==> config.mk <==
export PLATFORM = sky130hd
export DESIGN_NAME = gerador_sequencia_flat
export DESIGN_NICKNAME = d
export VERILOG_FILES = /design/src/rtl/sequencia_pkg.sv /design/src/rtl/gerador_sequencia_if.sv /design/src/rtl/registrador_deslocamento.sv /design/src/rtl/gerador_sequencia.sv /design/src/flat_wrapper.sv
export SDC_FILE = /design/constraint.sdc
export NUM_CORES = 1
export LEC_CHECK = 0
export CORE_ASPECT_RATIO = 1.2
export CORE_MARGIN = 10
export CORE_UTILIZATION = 35
export DETAILED_ROUTE_END_ITERATION = 10
export SYNTH_ARGS = -nofsm -noshare
export SYNTH_HDL_FRONTEND = slang
export SYNTH_SLANG_ARGS = --single-unit
export TNS_END_PERCENT = 5
==> constraint.sdc <==
create_clock -name clk -period 3 [get_ports clk]
set_input_delay 0.6 -clock clk [delete_from_list [all_inputs] [get_ports clk]]
set_output_delay 0.6 -clock clk [all_outputs]
set_load 0.03 [all_outputs]
==> src/rtl/sequencia_pkg.sv <==
// Shared definitions for the sequence generator and the sequence detector.
//
// Contents:
//   LARGURA_PADRAO    - default frame length in bits
//   estado_t          - generator FSM states (OCIOSO=0, ENVIANDO=1, FIM=2)
//   largura_contador  - width of a counter that indexes the bits of one frame
package sequencia_pkg;

    localparam int LARGURA_PADRAO = 16;

    typedef enum logic [1:0] {
        OCIOSO   = 2'd0,
        ENVIANDO = 2'd1,
        FIM      = 2'd2
    } estado_t;

    // A one-bit frame still needs a one-bit counter, so clamp at 1.
    function automatic int largura_contador(input int largura);
        if (largura > 1) begin
            return $clog2(largura);
        end
        return 1;
    endfunction

endpackage

==> src/rtl/gerador_sequencia_if.sv <==
// Control and serial-output bundle of the sequence generator.
//
// Signals:
//   carregar    - load dado/repeticoes into the generator (idle only)
//   dado        - frame to transmit, LARGURA bits
//   repeticoes  - frame is sent repeticoes+1 times
//   start       - begin a transmission
//   abortar     - cancel a transmission in progress
//   bit_out     - serial bit, MSB first
//   bit_valido  - bit_out carries a frame bit this cycle
//   ocupado     - transmission in progress
//   fim         - one-cycle pulse on normal completion
//
// Modports:
//   master - the side that commands the generator and watches its output
//   slave  - the generator itself
interface gerador_sequencia_if #(
    parameter int LARGURA = sequencia_pkg::LARGURA_PADRAO
);

    logic               carregar;
    logic [LARGURA-1:0] dado;
    logic [3:0]         repeticoes;
    logic               start;
    logic               abortar;
    logic               bit_out;
    logic               bit_valido;
    logic               ocupado;
    logic               fim;

    modport master (
        output carregar,
        output dado,
        output repeticoes,
        output start,
        output abortar,
        input  bit_out,
        input  bit_valido,
        input  ocupado,
        input  fim
    );

    modport slave (
        input  carregar,
        input  dado,
        input  repeticoes,
        input  start,
        input  abortar,
        output bit_out,
        output bit_valido,
        output ocupado,
        output fim
    );

endinterface

==> src/rtl/registrador_deslocamento.sv <==
// Frame register of the sequence generator.
//
// Keeps two copies of the frame: 'copia' is the latched frame that survives
// completion and abort, 'trabalho' is the working copy shifted left once per
// emitted bit. The serial bit is the MSB of 'trabalho', so it is a flop output.
//
// Ports:
//   clk, rst_n  - clock and asynchronous active-low reset (clears both copies)
//   carregar    - latch dado into the frame copy
//   recarregar  - restart the working copy from the frame (new value if
//                 carregar is asserted in the same cycle)
//   deslocar    - shift the working copy one bit to the left
//   limpar      - zero the working copy so the serial bit reads 0
//   dado        - parallel frame input
//   msb         - current serial bit
module registrador_deslocamento #(
    parameter int LARGURA = 16
) (
    input  logic               clk,
    input  logic               rst_n,
    input  logic               carregar,
    input  logic               recarregar,
    input  logic               deslocar,
    input  logic               limpar,
    input  logic [LARGURA-1:0] dado,
    output logic               msb
);

    logic [LARGURA-1:0] copia;
    logic [LARGURA-1:0] copia_prox;
    logic [LARGURA-1:0] trabalho;

    // A load and a start on the same edge must transmit the newly loaded
    // frame, so the working copy reloads from the post-load value.
    assign copia_prox = carregar ? dado : copia;

    always_ff @(posedge clk or negedge rst_n) begin
        if (!rst_n) begin
            copia <= '0;
        end else begin
            copia <= copia_prox;
        end
    end

    always_ff @(posedge clk or negedge rst_n) begin
        if (!rst_n) begin
            trabalho <= '0;
        end else if (limpar) begin
            trabalho <= '0;
        end else if (recarregar) begin
            trabalho <= copia_prox;
        end else if (deslocar) begin
            trabalho <= trabalho << 1;
        end
    end

    assign msb = trabalho[LARGURA-1];

endmodule

==> src/rtl/gerador_sequencia.sv <==
// Serial sequence generator.
//
// Sends a latched LARGURA-bit frame MSB first, repeticoes+1 times back to
// back, then pulses fim for one cycle. Every output is a flop.
//
// Ports:
//   clk    - clock, rising edge
//   rst_n  - asynchronous active-low reset
//   bus    - gerador_sequencia_if.slave (load/start/abort in, serial out)
module gerador_sequencia
    import sequencia_pkg::*;
#(
    parameter int LARGURA = LARGURA_PADRAO
) (
    input  logic               clk,
    input  logic               rst_n,
    gerador_sequencia_if.slave bus
);

    localparam int            CW         = largura_contador(LARGURA);
    localparam logic [CW-1:0] ULTIMO_BIT = CW'(LARGURA - 1);

    estado_t       estado;
    estado_t       estado_prox;
    logic [CW-1:0] contador_bits;
    logic [CW-1:0] bits_prox;
    logic [3:0]    contador_rep;
    logic [3:0]    rep_prox;
    logic [3:0]    rep_guardado;

    logic          carregar_quadro;
    logic          recarregar;
    logic          deslocar;
    logic          limpar;

    logic          msb;
    logic          bit_valido_q;
    logic          ocupado_q;
    logic          fim_q;

    // Loads are accepted only while idle; a load during a transmission
    // must not disturb the frame being sent.
    assign carregar_quadro = bus.carregar && (estado == OCIOSO);

    registrador_deslocamento #(
        .LARGURA (LARGURA)
    ) u_registrador (
        .clk        (clk),
        .rst_n      (rst_n),
        .carregar   (carregar_quadro),
        .recarregar (recarregar),
        .deslocar   (deslocar),
        .limpar     (limpar),
        .dado       (bus.dado),
        .msb        (msb)
    );

    always_ff @(posedge clk or negedge rst_n) begin
        if (!rst_n) begin
            estado <= OCIOSO;
        end else begin
            estado <= estado_prox;
        end
    end

    // Next state and datapath controls. contador_bits indexes the bit being
    // emitted this cycle; on the last bit of a frame either the next
    // repetition is reloaded without a gap or the FSM moves to FIM.
    always_comb begin
        estado_prox = estado;
        bits_prox   = contador_bits;
        rep_prox    = contador_rep;
        recarregar  = 1'b0;
        deslocar    = 1'b0;
        limpar      = 1'b0;

        case (estado)
            OCIOSO: begin
                if (bus.start && !bus.abortar) begin
                    estado_prox = ENVIANDO;
                    recarregar  = 1'b1;
                    bits_prox   = '0;
                    rep_prox    = carregar_quadro ? bus.repeticoes : rep_guardado;
                end
            end

            ENVIANDO: begin
                if (bus.abortar) begin
                    estado_prox = OCIOSO;
                    limpar      = 1'b1;
                    bits_prox   = '0;
                    rep_prox    = '0;
                end else if (contador_bits == ULTIMO_BIT) begin
                    bits_prox = '0;
                    if (contador_rep == 4'd0) begin
                        estado_prox = FIM;
                        limpar      = 1'b1;
                    end else begin
                        rep_prox   = contador_rep - 4'd1;
                        recarregar = 1'b1;
                    end
                end else begin
                    bits_prox = contador_bits + CW'(1);
                    deslocar  = 1'b1;
                end
            end

            FIM: begin
                estado_prox = OCIOSO;
            end

            default: begin
                estado_prox = OCIOSO;
                limpar      = 1'b1;
                bits_prox   = '0;
                rep_prox    = '0;
            end
        endcase
    end

    always_ff @(posedge clk or negedge rst_n) begin
        if (!rst_n) begin
            contador_bits <= '0;
            contador_rep  <= '0;
            rep_guardado  <= '0;
        end else begin
            contador_bits <= bits_prox;
            contador_rep  <= rep_prox;
            if (carregar_quadro) begin
                rep_guardado <= bus.repeticoes;
            end
        end
    end

    // Status flags are decoded from the next state so they line up with
    // the serial bit that the frame register presents in the same cycle.
    always_ff @(posedge clk or negedge rst_n) begin
        if (!rst_n) begin
            bit_valido_q <= 1'b0;
            ocupado_q    <= 1'b0;
            fim_q        <= 1'b0;
        end else begin
            bit_valido_q <= (estado_prox == ENVIANDO);
            ocupado_q    <= (estado_prox != OCIOSO);
            fim_q        <= (estado_prox == FIM);
        end
    end

    assign bus.bit_out    = msb;
    assign bus.bit_valido = bit_valido_q;
    assign bus.ocupado    = ocupado_q;
    assign bus.fim        = fim_q;

endmodule

==> src/flat_wrapper.sv <==
// flat-port wrapper written by rule: the top's interface ports become plain ports
module gerador_sequencia_flat import sequencia_pkg::*;
#(
    parameter int LARGURA = LARGURA_PADRAO
)
  (clk, rst_n, bus_carregar, bus_dado, bus_repeticoes, bus_start, bus_abortar, bus_bit_out, bus_bit_valido, bus_ocupado, bus_fim);
  gerador_sequencia_if #(.LARGURA(LARGURA)) bus_i ();
  input  logic clk;
  input  logic rst_n;
  input wire logic [$bits(bus_i.carregar)-1:0] bus_carregar;
  input wire logic [$bits(bus_i.dado)-1:0] bus_dado;
  input wire logic [$bits(bus_i.repeticoes)-1:0] bus_repeticoes;
  input wire logic [$bits(bus_i.start)-1:0] bus_start;
  input wire logic [$bits(bus_i.abortar)-1:0] bus_abortar;
  output wire logic [$bits(bus_i.bit_out)-1:0] bus_bit_out;
  output wire logic [$bits(bus_i.bit_valido)-1:0] bus_bit_valido;
  output wire logic [$bits(bus_i.ocupado)-1:0] bus_ocupado;
  output wire logic [$bits(bus_i.fim)-1:0] bus_fim;
  assign bus_i.carregar = bus_carregar;
  assign bus_i.dado = bus_dado;
  assign bus_i.repeticoes = bus_repeticoes;
  assign bus_i.start = bus_start;
  assign bus_i.abortar = bus_abortar;
  assign bus_bit_out = bus_i.bit_out;
  assign bus_bit_valido = bus_i.bit_valido;
  assign bus_ocupado = bus_i.ocupado;
  assign bus_fim = bus_i.fim;
  gerador_sequencia #(.LARGURA(LARGURA)) u_core (.clk(clk), .rst_n(rst_n), .bus(bus_i));
endmodule
==> flow_summary.json <==
{
  "status": "finished, final reports clean",
  "cts_resized": 0,
  "grt_pass1_vias": 1698,
  "setup_viol": 0,
  "rr_worst_depth": 6,
  "grt_max_degree": 50,
  "synth_nets": 235,
  "criticalPathCategory": "input pin to flip-flop",
  "syn_avg_cell_area_sq_um": 11.6,
  "crit_cells": 5,
  "cts_root_buf": "clkbuf_8",
  "final_cells": 319,
  "fmax_ghz": 0.432,
  "final_common_cell": "dfrtp_1",
  "hold_path_class": "input pin to async pin",
  "first_pass_iters": 4,
  "wirelength_microns": 4830,
  "drive_gt1_share_pct": 18.5,
  "clk_pin_slew_ns": 0.09,
  "die_x_microns": 95.7,
  "ctsHoldBuffers": 0,
  "synth_warnings": 0,
  "gp_congestion": 0.764,
  "cp-start-kind": "input pin",
  "antenna_cells": 0,
  "area_growth_pct": 18.3,
  "netlist_instances": 207,
  "crit_path_max_fanout": 20,
  "hold_ws_ns": 0.396,
  "grt_overflow_total": 0,
  "crit_family": "simple AND/OR/NAND/NOR gates",
  "fin_crit_ns": 2.32,
  "finalMaxSlewViolations": 0,
  "rows": 33,
  "antenna_found_initial": 0,
  "cts_tree": "yes",
  "track_usage_pct": 9.54,
  "fin_tns_setup_ns": 0,
  "ys_seq_area_share_pct": 51.0,
  "vias": 1659,
  "cp.arrival_ns": 2.48,
  "dp.cells": 311,
  "final_cell_area_sq_mm": 0.00285,
  "fin_crit_sh_pct": 77.2,
  "dieArea_sq_mm": 0.0106,
  "end_kind": "flip-flop",
  "chipHeight_microns": 111,
  "cp_data_required_time_ns": 3.16,
  "power.density_mw_per_mm2": 564,
  "worstMarginPinSlew_ns": 0.615,
  "dp_slack_ns": 0.363,
  "crit_slowest_cell": "or3b_4",
  "finalHoldViolCount": 0,
  "crit_buf_inv": 1,
  "drtAntennaViolNets": 0,
  "coreArea_sq_mm": 0.00677,
  "slew_headroom_pct": 59.0,
  "dpl_cell_area_sq_mm": 0.00273,
  "final_cell_mix": "dfrtp_1 (49), clkdlybuf4s50_1 (27), a21oi_1 (19), o31ai_1 (19), nand2_1 (17)",
  "ys_types": 36,
  "port_buffers": 28,
  "cpPeakStageDelay_ns": 0.60,
  "drc": 0,
  "tritoncts.num_buffers": 5,
  "initial_utilization_pct": 35.5,
  "finalWorstSetupSlack_ns": 0.683,
  "skew_ns": 0.0109,
  "synth_seq_cells": 49,
  "fin_nets": 259,
  "viasPerCell": 5.20,
  "cts_max_level": 2,
  "grt_pass1_wl_microns": 8420,
  "synth_area_sq_mm": 0.00240,
  "wl_per_cell_microns": 15.1,
  "cts_sinks": 49,
  "p_leak_nw": 1.30,
  "worstPathCellList": "clkdlybuf4s50_1 > or3b_4 > mux2_4 > nor4b_2 > o31ai_1",
  "maxCapViolCount": 0,
  "grt_setup_unrepaired": "false",
  "hpwl_microns": 3190,
  "num_io_pins": 29,
  "cts_setup_buffers": 0,
  "clockBufferDepth": 2,
  "clock_latency_ns": 0.30,
  "vdd_ir_drop_max_uv": 259,
  "drt-initial-drc-count": 104
}
[cells by family after synthesis]
logic type / Yosys count / share of synthesized area [%]
and+or+nand+nor: 55 / 14.5
adders and majority gates: 3 / 1.56
muxes: 24 / 13.6
buffers and inverters: 23 / 4.99
AOI/OAI and AO/OA: 53 / 14.4
DFF: 49 / 51.0
[metrics by stage]
stage	util, %	total power, mW
6_report	42.0	1.60
5_1_grt	42.0	1.70
4_1_cts	42.0	1.63
3_5_place_dp	40.3	1.13
3_3_place_gp	40.3	1.13
2_1_floorplan	-	1.03
[cell usage after synthesis (all sizes together)]
library cell	number	area, sq um
clkbuf	8	30.0
o22ai	2	12.5
nand3	4	20.0
or3b	3	28.8
o31ai	19	143
o2bb2ai	2	17.5
nor4b	3	45.0
a22o	1	8.76
and3b	12	105
nor2b	1	6.26
o32a	1	10.0
nor3b	1	7.51
inv	8	30.0
nor2	6	25.0
a21o	1	7.51
mux2	21	297
a21oi	20	104
mux2i	3	30.0
nand2	17	63.8
nor3	3	15.0
a32o	1	10.0
o21ai	5	25.0
ha	3	37.5
a31o	1	8.76
buf	7	60.1
and3	2	12.5
or2	3	18.8
dfrtp	49	1230
[worst reg2reg max path, cell delays in order, from the launching register on]
cell	delay [ns]
dfrtp_1	0.42
inv_1	0.09
ha_1	0.19
or3b_1	0.40
a31o_2	0.45
and3b_1	0.26
o31ai_1	0.20
[final cells by class]
class                   instances  area [sq um]
fillers                       682          3930
repair buffers                 32           305
inverters                       8          30.0
flip-flops and latches         49          1230
clock buffers                   7          86.3
multi-input cells             135          1060
well taps                      87           109
clock inverters                 1          30.0
[report_power, final]
part	leakage [nW]	internal (mW)	switching (mW)	total, mW
Sequential	0.616	0.749	0.0504	0.799
Clock	0.0585	0.272	0.215	0.487
Combinational	0.630	0.169	0.148	0.317
[per-layer routing]
metal / vias up / global-route usage [%] / routed length [microns] / share of wire [%]
li1: 796 / - / - / -
met1: 831 / 13.3 / 2370 / 49
met2: 27 / 14.1 / 2220 / 46
met3: 5 / 2.85 / 182 / 3.8
met4: 0 / 2.17 / 49 / 1.0
met5: - / 0 / 0 / 0
[path summary, 6_finish.rpt]
| check | end | start | slack [ns] |
|---|---|---|---|
| worst max register to register | u_core.u_registrador.trabalho[8]$_DFFE_PN0P_ | u_core.contador_rep[0]$_DFFE_PN0P_ | 0.91 |
| worst max-delay path | u_core.u_registrador.trabalho[12]$_DFFE_PN0P_ | bus_carregar | 0.68 |
| max in group asynchronous | u_core.u_registrador.copia[13]$_DFF_PN0_ | rst_n | 2.20 |
| min in group clk | u_core.u_registrador.trabalho[11]$_DFFE_PN0P_ | u_core.u_registrador.trabalho[11]$_DFFE_PN0P_ | 0.48 |
| worst min register to register | u_core.u_registrador.trabalho[11]$_DFFE_PN0P_ | u_core.u_registrador.trabalho[11]$_DFFE_PN0P_ | 0.48 |
| worst min-delay path | u_core.u_registrador.copia[2]$_DFF_PN0_ | rst_n | 0.40 |
[registers in the layout, indices dropped and copies added, names as in the netlist]
register and cells:
u_core.bus.bit_valido 1, u_core.bus.fim 1, u_core.bus.ocupado 1, u_core.contador_bits 4, u_core.contador_rep 4, u_core.estado 2
u_core.rep_guardado 4, u_core.u_registrador.copia 16, u_core.u_registrador.trabalho 16
No activity file was read; power rests on OpenSTA's default activity.
